**src/rtl/bus_responder.sv**
```systemverilog
// ---------------------------------------------------------------------------
// bus_responder
//   Memory/IO target on the 8085 multiplexed address/data bus. Answers the
//   M1 (opcode fetch), memory read and memory write machine cycles issued by
//   the CPU sequencer: latches A15..A0 while ALE is high, decodes a memory
//   window, inserts WAIT_STATES wait cycles through ready, then drives read
//   data onto AD or commits write data from AD into an internal byte array.
//
// Optional feature (compile-time macro RESP_IO_EN):
//   defined   - IO cycles (iomn=1) also decode; a 4 x 8 port register file is
//               hit when addr[7:2] == IO_BASE[7:2], indexed by addr[1:0].
//   undefined - IO cycles never hit; no port registers exist.
//
// Ports
//   phi1        in   system clock, everything samples on the rising edge
//   reset       in   asynchronous active-high reset
//   ale         in   address latch enable
//   ad_in[7:0]  in   AD7..AD0 as driven by the CPU (low address / write data)
//   a_hi[7:0]   in   A15..A8
//   iomn        in   1 = IO cycle, 0 = memory cycle
//   s1, s0      in   status: 11 opcode fetch, 10 read, 01 write
//   rdn, wrn    in   read / write strobes, active low
//   ad_out[7:0] out  read data for the AD bus
//   ad_oe       out  AD output enable for the external tri-state buffer
//   ready       out  0 = insert a wait state
//   hit         out  current cycle addresses this block
//   opfetch     out  current cycle was latched as an opcode fetch
//   bus_err     out  sticky: rdn and wrn seen low together on a hit
//   o_dbg_state out  current FSM state (debug visibility)
//
// Bus handshake: a cycle starts on any edge with ale=1 and is armed once hit
// is decoded. The first edge that sees hit=1 and exactly one strobe low
// accepts the transfer. ready is low for exactly WAIT_STATES cycles after
// acceptance; read data is then driven while rdn stays low and the bus is
// released combinationally when rdn rises. Write data is captured on every
// edge with wrn low and committed on the first edge with wrn high. ale high
// on any edge aborts whatever is in flight without driving or writing.
// ---------------------------------------------------------------------------
module bus_responder #(
  parameter int unsigned ADDR_BITS   = 8,
  parameter logic [15:0] BASE_ADDR   = 16'h0000,
  parameter int unsigned WAIT_STATES = 0,
  parameter logic [7:0]  IO_BASE     = 8'h40
) (
  input  logic       phi1,
  input  logic       reset,
  input  logic       ale,
  input  logic [7:0] ad_in,
  input  logic [7:0] a_hi,
  input  logic       iomn,
  input  logic       s1,
  input  logic       s0,
  input  logic       rdn,
  input  logic       wrn,
  output logic [7:0] ad_out,
  output logic       ad_oe,
  output logic       ready,
  output logic       hit,
  output logic       opfetch,
  output logic       bus_err,
  output logic [2:0] o_dbg_state
);

  typedef enum logic [2:0] {
    ST_IDLE  = 3'd0,
    ST_ADDR  = 3'd1,
    ST_WAIT  = 3'd2,
    ST_RDDRV = 3'd3,
    ST_WRCAP = 3'd4
  } state_t;

  localparam logic [2:0] LP_WAIT = 3'(WAIT_STATES);
`ifdef RESP_IO_EN
  localparam logic LP_IO_EN = 1'b1;
`else
  localparam logic LP_IO_EN = 1'b0;
`endif

  state_t      r_state;
  logic [15:0] r_addr;
  logic        r_hit;
  logic        r_opfetch;
  logic        r_bus_err;
  logic        r_is_rd;
  logic [2:0]  r_wcnt;
  logic [7:0]  r_wdata;
  logic [7:0]  r_ad_out;

  // Memory is deliberately outside the reset domain: contents survive reset.
  logic [7:0]  r_mem [2**ADDR_BITS];

`ifdef RESP_IO_EN
  logic        r_is_io;
  logic [7:0]  r_port [4];
`endif

  logic                 w_mem_match;
  logic                 w_io_match;
  logic                 w_decode;
  logic                 w_rd_req;
  logic                 w_wr_req;
  logic                 w_both;
  logic                 w_io_cycle;
  logic                 w_commit;
  logic [ADDR_BITS-1:0] w_mem_idx;
  logic [7:0]           w_rd_data;

  // Only the bits above the window size take part in the memory decode, so
  // every address inside the window wraps onto the low ADDR_BITS index.
  assign w_mem_match = (r_addr[15:ADDR_BITS] == BASE_ADDR[15:ADDR_BITS]);
  assign w_io_match  = (r_addr[7:2] == IO_BASE[7:2]);
  assign w_decode    = iomn ? (LP_IO_EN & w_io_match) : w_mem_match;

  assign w_rd_req  = ~rdn &  wrn;
  assign w_wr_req  =  rdn & ~wrn;
  assign w_both    = ~rdn & ~wrn;
  assign w_mem_idx = r_addr[ADDR_BITS-1:0];

`ifdef RESP_IO_EN
  assign w_io_cycle = r_is_io;
  assign w_rd_data  = r_is_io ? r_port[r_addr[1:0]] : r_mem[w_mem_idx];
`else
  assign w_io_cycle = 1'b0;
  assign w_rd_data  = r_mem[w_mem_idx];
`endif

  // Commit happens on the first edge with wrn high in WRCAP; an ALE on the
  // same edge wins and the write is dropped.
  assign w_commit = (r_state == ST_WRCAP) & wrn & ~ale;

  always_ff @(posedge phi1) begin
    if (w_commit && !w_io_cycle) begin
      r_mem[w_mem_idx] <= r_wdata;
    end
  end

  always_ff @(posedge phi1 or posedge reset) begin
    if (reset) begin
      r_state   <= ST_IDLE;
      r_addr    <= 16'h0000;
      r_hit     <= 1'b0;
      r_opfetch <= 1'b0;
      r_bus_err <= 1'b0;
      r_is_rd   <= 1'b0;
      r_wcnt    <= 3'd0;
      r_wdata   <= 8'h00;
      r_ad_out  <= 8'h00;
`ifdef RESP_IO_EN
      r_is_io   <= 1'b0;
      for (int i = 0; i < 4; i++) r_port[i] <= 8'h00;
`endif
    end else if (ale) begin
      r_state   <= ST_ADDR;
      r_addr    <= {a_hi, ad_in};
      r_opfetch <= s1 & s0;
      r_hit     <= 1'b0;
    end else begin
      case (r_state)
        ST_IDLE: begin
        end

        ST_ADDR: begin
          // Decode keeps refreshing while armed; the address is stable, so
          // hit stays put once set.
          r_hit <= w_decode;
`ifdef RESP_IO_EN
          r_is_io <= iomn;
`endif
          if (r_hit) begin
            if (w_both) begin
              r_bus_err <= 1'b1;
              r_state   <= ST_IDLE;
            end else if (w_rd_req || w_wr_req) begin
              r_is_rd <= w_rd_req;
              r_wdata <= ad_in;
              r_wcnt  <= LP_WAIT;
              if (LP_WAIT == 3'd0) begin
                if (w_rd_req) begin
                  r_state  <= ST_RDDRV;
                  r_ad_out <= w_rd_data;
                end else begin
                  r_state  <= ST_WRCAP;
                end
              end else begin
                r_state <= ST_WAIT;
              end
            end
          end
        end

        ST_WAIT: begin
          if (w_both) begin
            r_bus_err <= 1'b1;
            r_state   <= ST_IDLE;
          end else begin
            if (!wrn) r_wdata <= ad_in;
            r_wcnt <= r_wcnt - 3'd1;
            if (r_wcnt == 3'd1) begin
              if (r_is_rd) begin
                r_state  <= ST_RDDRV;
                r_ad_out <= w_rd_data;
              end else begin
                r_state  <= ST_WRCAP;
              end
            end
          end
        end

        ST_RDDRV: begin
          if (w_both) begin
            r_bus_err <= 1'b1;
            r_state   <= ST_IDLE;
          end else begin
            r_ad_out <= w_rd_data;
            if (rdn) r_state <= ST_IDLE;
          end
        end

        ST_WRCAP: begin
          if (w_both) begin
            r_bus_err <= 1'b1;
            r_state   <= ST_IDLE;
          end else if (!wrn) begin
            r_wdata <= ad_in;
          end else begin
`ifdef RESP_IO_EN
            if (r_is_io) r_port[r_addr[1:0]] <= r_wdata;
`endif
            r_state <= ST_IDLE;
          end
        end

        default: r_state <= ST_IDLE;
      endcase
    end
  end

  // ready and ad_oe follow the state register directly so that reset and
  // the rising edge of rdn release the bus without waiting for a clock.
  assign ready       = (r_state != ST_WAIT);
  assign ad_oe       = (r_state == ST_RDDRV) & ~rdn;
  assign ad_out      = r_ad_out;
  assign hit         = r_hit;
  assign opfetch     = r_opfetch;
  assign bus_err     = r_bus_err;
  assign o_dbg_state = r_state;

endmodule

```
**config.mk**
```make
export PLATFORM = sky130hd
export DESIGN_NAME = bus_responder
export DESIGN_NICKNAME = d
export VERILOG_FILES = /design/src/rtl/bus_responder.sv
export SDC_FILE = /design/constraint.sdc
export NUM_CORES = 2
export LEC_CHECK = 0
export CAP_MARGIN = 20
export CORE_MARGIN = 8
export CORE_UTILIZATION = 55
export DETAILED_ROUTE_END_ITERATION = 8
export PLACE_DENSITY = 0.71
export SYNTH_ARGS = -nofsm -noshare
export SYNTH_HDL_FRONTEND = slang
export SYNTH_SLANG_ARGS = --single-unit
```
**constraint.sdc**
```tcl
create_clock -name phi1 -period 12 [get_ports phi1]
set_input_delay 2.4 -clock phi1 [delete_from_list [all_inputs] [get_ports phi1]]
set_output_delay 2.4 -clock phi1 [all_outputs]
set_load 0.1 [all_outputs]
```
; After elaboration in Yosys (flattened, before gate mapping)
; Memory sizes are Yosys's and may differ from the RTL's.
; Index checks and enable logic that the tools add are counted.
[totals]
register_bits = 42
n_memories = 1
inputBits = 24
ramBits = 2048
[mem_list]
columns = name, depth, width, rd, rd_clocked_by_memory_dff, write_ports, line
row1 = r_mem, 256, 8, 1, 0, 1, 90  ; logic [7:0] r_mem [2**ADDR_BITS];
[classes]
reduce_logical = 16
n_addsub = 1
n_eq_ne = 22
bitwise_logic = 11
muxes = 41
[op_table]
columns = operator, n
row1 = $mux 8, 13
row2 = $mux 3, 16
row3 = $pmux 8 s3, 1
row4 = $ne 2x2->1 const B, 11
row5 = $ne 4x4->1 const B, 4
row6 = $pmux 8 s2, 1
row7 = $pmux 3 s5, 1
row8 = $reduce_and 6->1, 2
row9 = $reduce_and 10->1, 1
row10 = $logic_not 8->1, 1
row11 = $reduce_bool 2->1, 4
row12 = $and 1x1->1, 7
row13 = $mux 1, 7
row14 = $reduce_and 7->1, 1
row15 = $eq 3x1->1 const B, 2
row16 = $eq 3x2->1 const B, 2
row17 = $pmux 3 s2, 1
row18 = $reduce_and 5->1, 1
row19 = $not 1->1, 4
row20 = $eq 3x3->1 const B, 1
row21 = $logic_not 3->1, 1
row22 = $ne 3x2->1 const B, 1
row23 = $ne 3x3->1 const B, 1
row24 = $reduce_and 3->1, 1
row25 = 6 further kinds, 6

; Logic depth before layout (Yosys ltp)
[depth]
word_depth = 8
mapped_depth = 13

; Worst setup path before layout
; No wires, ideal clock.
[synth_path]
path_kind = input to output
startpoint = in rdn
endpoint = out ad_oe
required_ns = 9.600
t_arrival_ns = 3.305
setup_slack_ns = 6.295
cell_stages = 2
path_buffers = 0
cell_sequence = inv_1 -> and4_1
[synth_via]
elab_chain_cells = 2
[synth_rtl]
columns = item, line
row1 = from (decl), 53  ; input logic rdn,
row2 = $not 1->1, 241  ; assign ad_oe = (r_state == ST_RDDRV) & ~rdn;
row3 = $and 1x1->1, 241
row4 = to (decl), 56  ; output logic ad_oe,
; No other way between the ends.

; Worst setup path in the final report
; Same ends and word-level chain as after synthesis.

==> summary.md <==
| Metric | Value |
|---|---|
| Hold/Removal Path Class | register to register |
| Least-Margin Pin Slew | 1.204 ns |
| Max-cap violations | 0 |
| Cell Pwr Density | 180.7 nW/um2 |
| Worst EP arrival | 4.31 ns |
| Mean Syn Cell Area | 20.61 um2 |
| Yosys reg bits | 2090 |
| Cells after Synth | 3959 |
| Final period util | 55.91% |
| Vias in the first global route | 40989 |
| Share of layout cells above drive strength 1 | 22.03% |
| Top FF cell, synth | edfxtp_1 |
| Total gr overflow | 0 |
| Clock sinks | 2090 |
| CTS resizes | 0 |
| Number of distinct library cells after synthesis | 71 |
| CTS HTree Levels | 4 |
| Largest area contributor in the netlist | edfxtp_1 |
| Max Fanout on Critical Path | 3 |
| Synth area leaders | edfxtp_1, mux4_2, mux2i_1 |
| Die height | 401.2 um |
| Most numerous cell in the Yosys netlist | edfxtp_1 |
| Core Footprint | 147500 um2 |
| Final WL | 213100 um |
| Remaining antenna violation count after routing | 0 |
| Vias per cell | 6.805 |
| Clock Tree Buf Depth | 3 |
| Overall power | 16.38 mW |
| Initial antenna violation count | 5 |
| Final slew viol count | 0 |
| Total CTS buffers | 197 |
| Clock slew at reported path FFs | 0.06 ns |
| Worst IR Drop VDD | 0.1443 mV |
| RSZ-0062 raised after global routing | no |
| CTS hold repair buffers | 0 |
| Post-synthesis sequential area ratio | 76.65% |
| Max-slew headroom | 17.67% |
| Synthesis Warnings | 0 |
| CP max stage cell | clkdlybuf4s50_1 |
| Chip Width | 401.2 um |
| I/O pin total | 40 |
| Mapped Nets | 3987 |
| Post-synth EDFFs | 2048 |
| Worst path cell trace | clkdlybuf4s50_1 -> inv_1 -> and4_1 -> clkdlybuf4s50_1 |
| Most frequent CP cell | clkdlybuf4s50_1 |
| Final min period | 6.710 ns |
| Initial core utilization | 55.33% |
| DP HPWL | 125000 um |
| Number of I/O port buffers | 39 |
| TritonRoute pass-1 iters | 6 |
| Nets | 4074 |
| Post-Route Setup TNS | 0 ns |
| Final Wtd Congestion | 0.9064 |
| Clock Skew | 0.03981 ns |
| First-pass GRT wire length | 302600 um |
| Post-place setup slack | 5.281 ns |
| GR Util All Layers | 26.03% |
| Layout Area Growth over Synthesis | 11.11% |
| Final hold viol count | 0 |
| Data required, critical path | 9.60 ns |
| Die area | 160900 um2 |
| P_leak | 28.62 nW |
| Filler instances | 10002 |
| Post-synth top cells | edfxtp_1, mux4_2, nor2_1 |
| Largest net degree at the start of global routing | 204 |
| Min Hold Slack | 0.4679 ns |
| CP startpoint kind | primary input |
| R2r worst-path depth | 9 |
| Crit path kind | primary input to primary output |
| CTS tree | done |
| Setup violators final | 0 |
| CTS Root Cell | clkbuf_16 |
| Worst setup margin | 5.290 ns |
| Status | finished clean |
| Achievable Freq | 0.1490 GHz |
| Area of the mapped netlist | 81600 um2 |
| Synth top area share | 75.36% |
| Initial DRC count | 5884 |
| Element type at the critical path end | primary output |
| Via Count | 41808 |
| DRC Markers | 0 |
| Drt wl/cell | 34.68 um |
| Post-synth ARST share | 2.010% |
| Post-CTS setup buffers | 0 |
| Row cnt | 141 |
| Clock Latency Late Sink | 0.84 ns |
| WHS Path Cells | 1 |
| CP max stage delay | 1.14 ns |
==> final cells by class <==
type                    count  area, um2  area share (%)
flip-flops and latches   2090      62600           69.04
multi-input cells        1610      17740           19.57
clock buffers             236       5181           5.715
well taps                1930       2415           2.663
clock inverters           130       1385           1.528
repair buffers            132       1279           1.410
inverters                  15      63.81         0.07038
diodes                      1      2.502        0.002760
==> registers in the layout, indices dropped and copies added (netlist names) <==
register,cells
bus_err,1
r_wdata,8
ad_out,8
r_is_rd,1
hit,1
opfetch,1
r_mem,2048
o_dbg_state,3
r_wcnt,3
r_addr,16
==> cell usage in the layout, fill, tap and decap left out, drive strengths merged, types with 5 or more instances in the layout <==
cell	instances
nor3	16
a32oi	28
nand3	37
buf	92
and2	6
clkinv	89
a31oi	30
a2111oi	8
or3	8
edfxtp	2048
clkbuf	237
and3	7
o22ai	42
a22oi	50
clkinvlp	6
nand2b	8
bufinv	28
a22o	5
a21oi	25
mux2i	186
nand2	162
nor2	296
a221oi	10
o221ai	6
o211ai	10
clkdlybuf4s50	39
o21ai	44
a311oi	6
dfrtp	42
a211oi	13
nand4	6
inv	22
mux4	462
nor4	6
nor2b	14
mux2	53
==> critical path, delay by kind of cell <==
family	cells	cell delay (ns)
buffers and inverters	3	1.66
and+or+nand+nor	1	0.24
==> per-layer routing <==
| layer | routed length (um) | up-vias | share of wire [%] | global-route usage, % |
|---|---|---|---|---|
| li1 | - | 16565 | - | - |
| met2 | 98070 | 2902 | 46 | 39.63 |
| met3 | 26200 | 524 | 12 | 7.428 |
| met4 | 9611 | 4 | 4.5 | 10.23 |
| met1 | 79170 | 21813 | 37 | 36.04 |
| met5 | 31 | - | 0.015 | 0 |
==> worst paths after layout <==
path,start,slack (ns),endpoint
setup / recovery,rdn,5.29,ad_oe
hold / removal,bus_err$_DFFE_PP0P_,0.47,bus_err$_DFFE_PP0P_
setup reg to reg,r_addr[0]$_DFFE_PP0P_,6.95,ad_out[3]$_DFFE_PP0P_
hold reg to reg,bus_err$_DFFE_PP0P_,0.47,bus_err$_DFFE_PP0P_
max in group asynchronous,reset,9.61,r_addr[3]$_DFFE_PP0P_
min in group asynchronous,reset,1.85,r_is_rd$_DFFE_PP0P_
==> stage by stage <==
step	cells	util (%)	cell area (um2)
after floorplan	3959	-	81600
after global placement	5773	56.97	84030
after detailed placement	5773	56.97	84030
after CTS	6139	61.42	90590
after global routing	6143	61.47	90660
final	6144	61.47	90670
==> kinds of logic after synthesis <==
group	synth area share (%)
buf+inv	1.668
compound gates	2.702
fa+ha+maj	0.06133
mux	15.78
xor+xnor	0.01074
flops	76.65
simple gates	3.128
==> power breakdown <==
part / internal [mW] / switching (mW) / total [mW] / leakage, nW
clock network: 3.68 / 2.67 / 6.34 / 3.21
registers: 8.39 / 0.141 / 8.54 / 19.2
logic: 0.441 / 1.06 / 1.50 / 6.20
total: 12.5 / 3.87 / 16.4 / 28.6
Power figures use the tool's default switching activity.
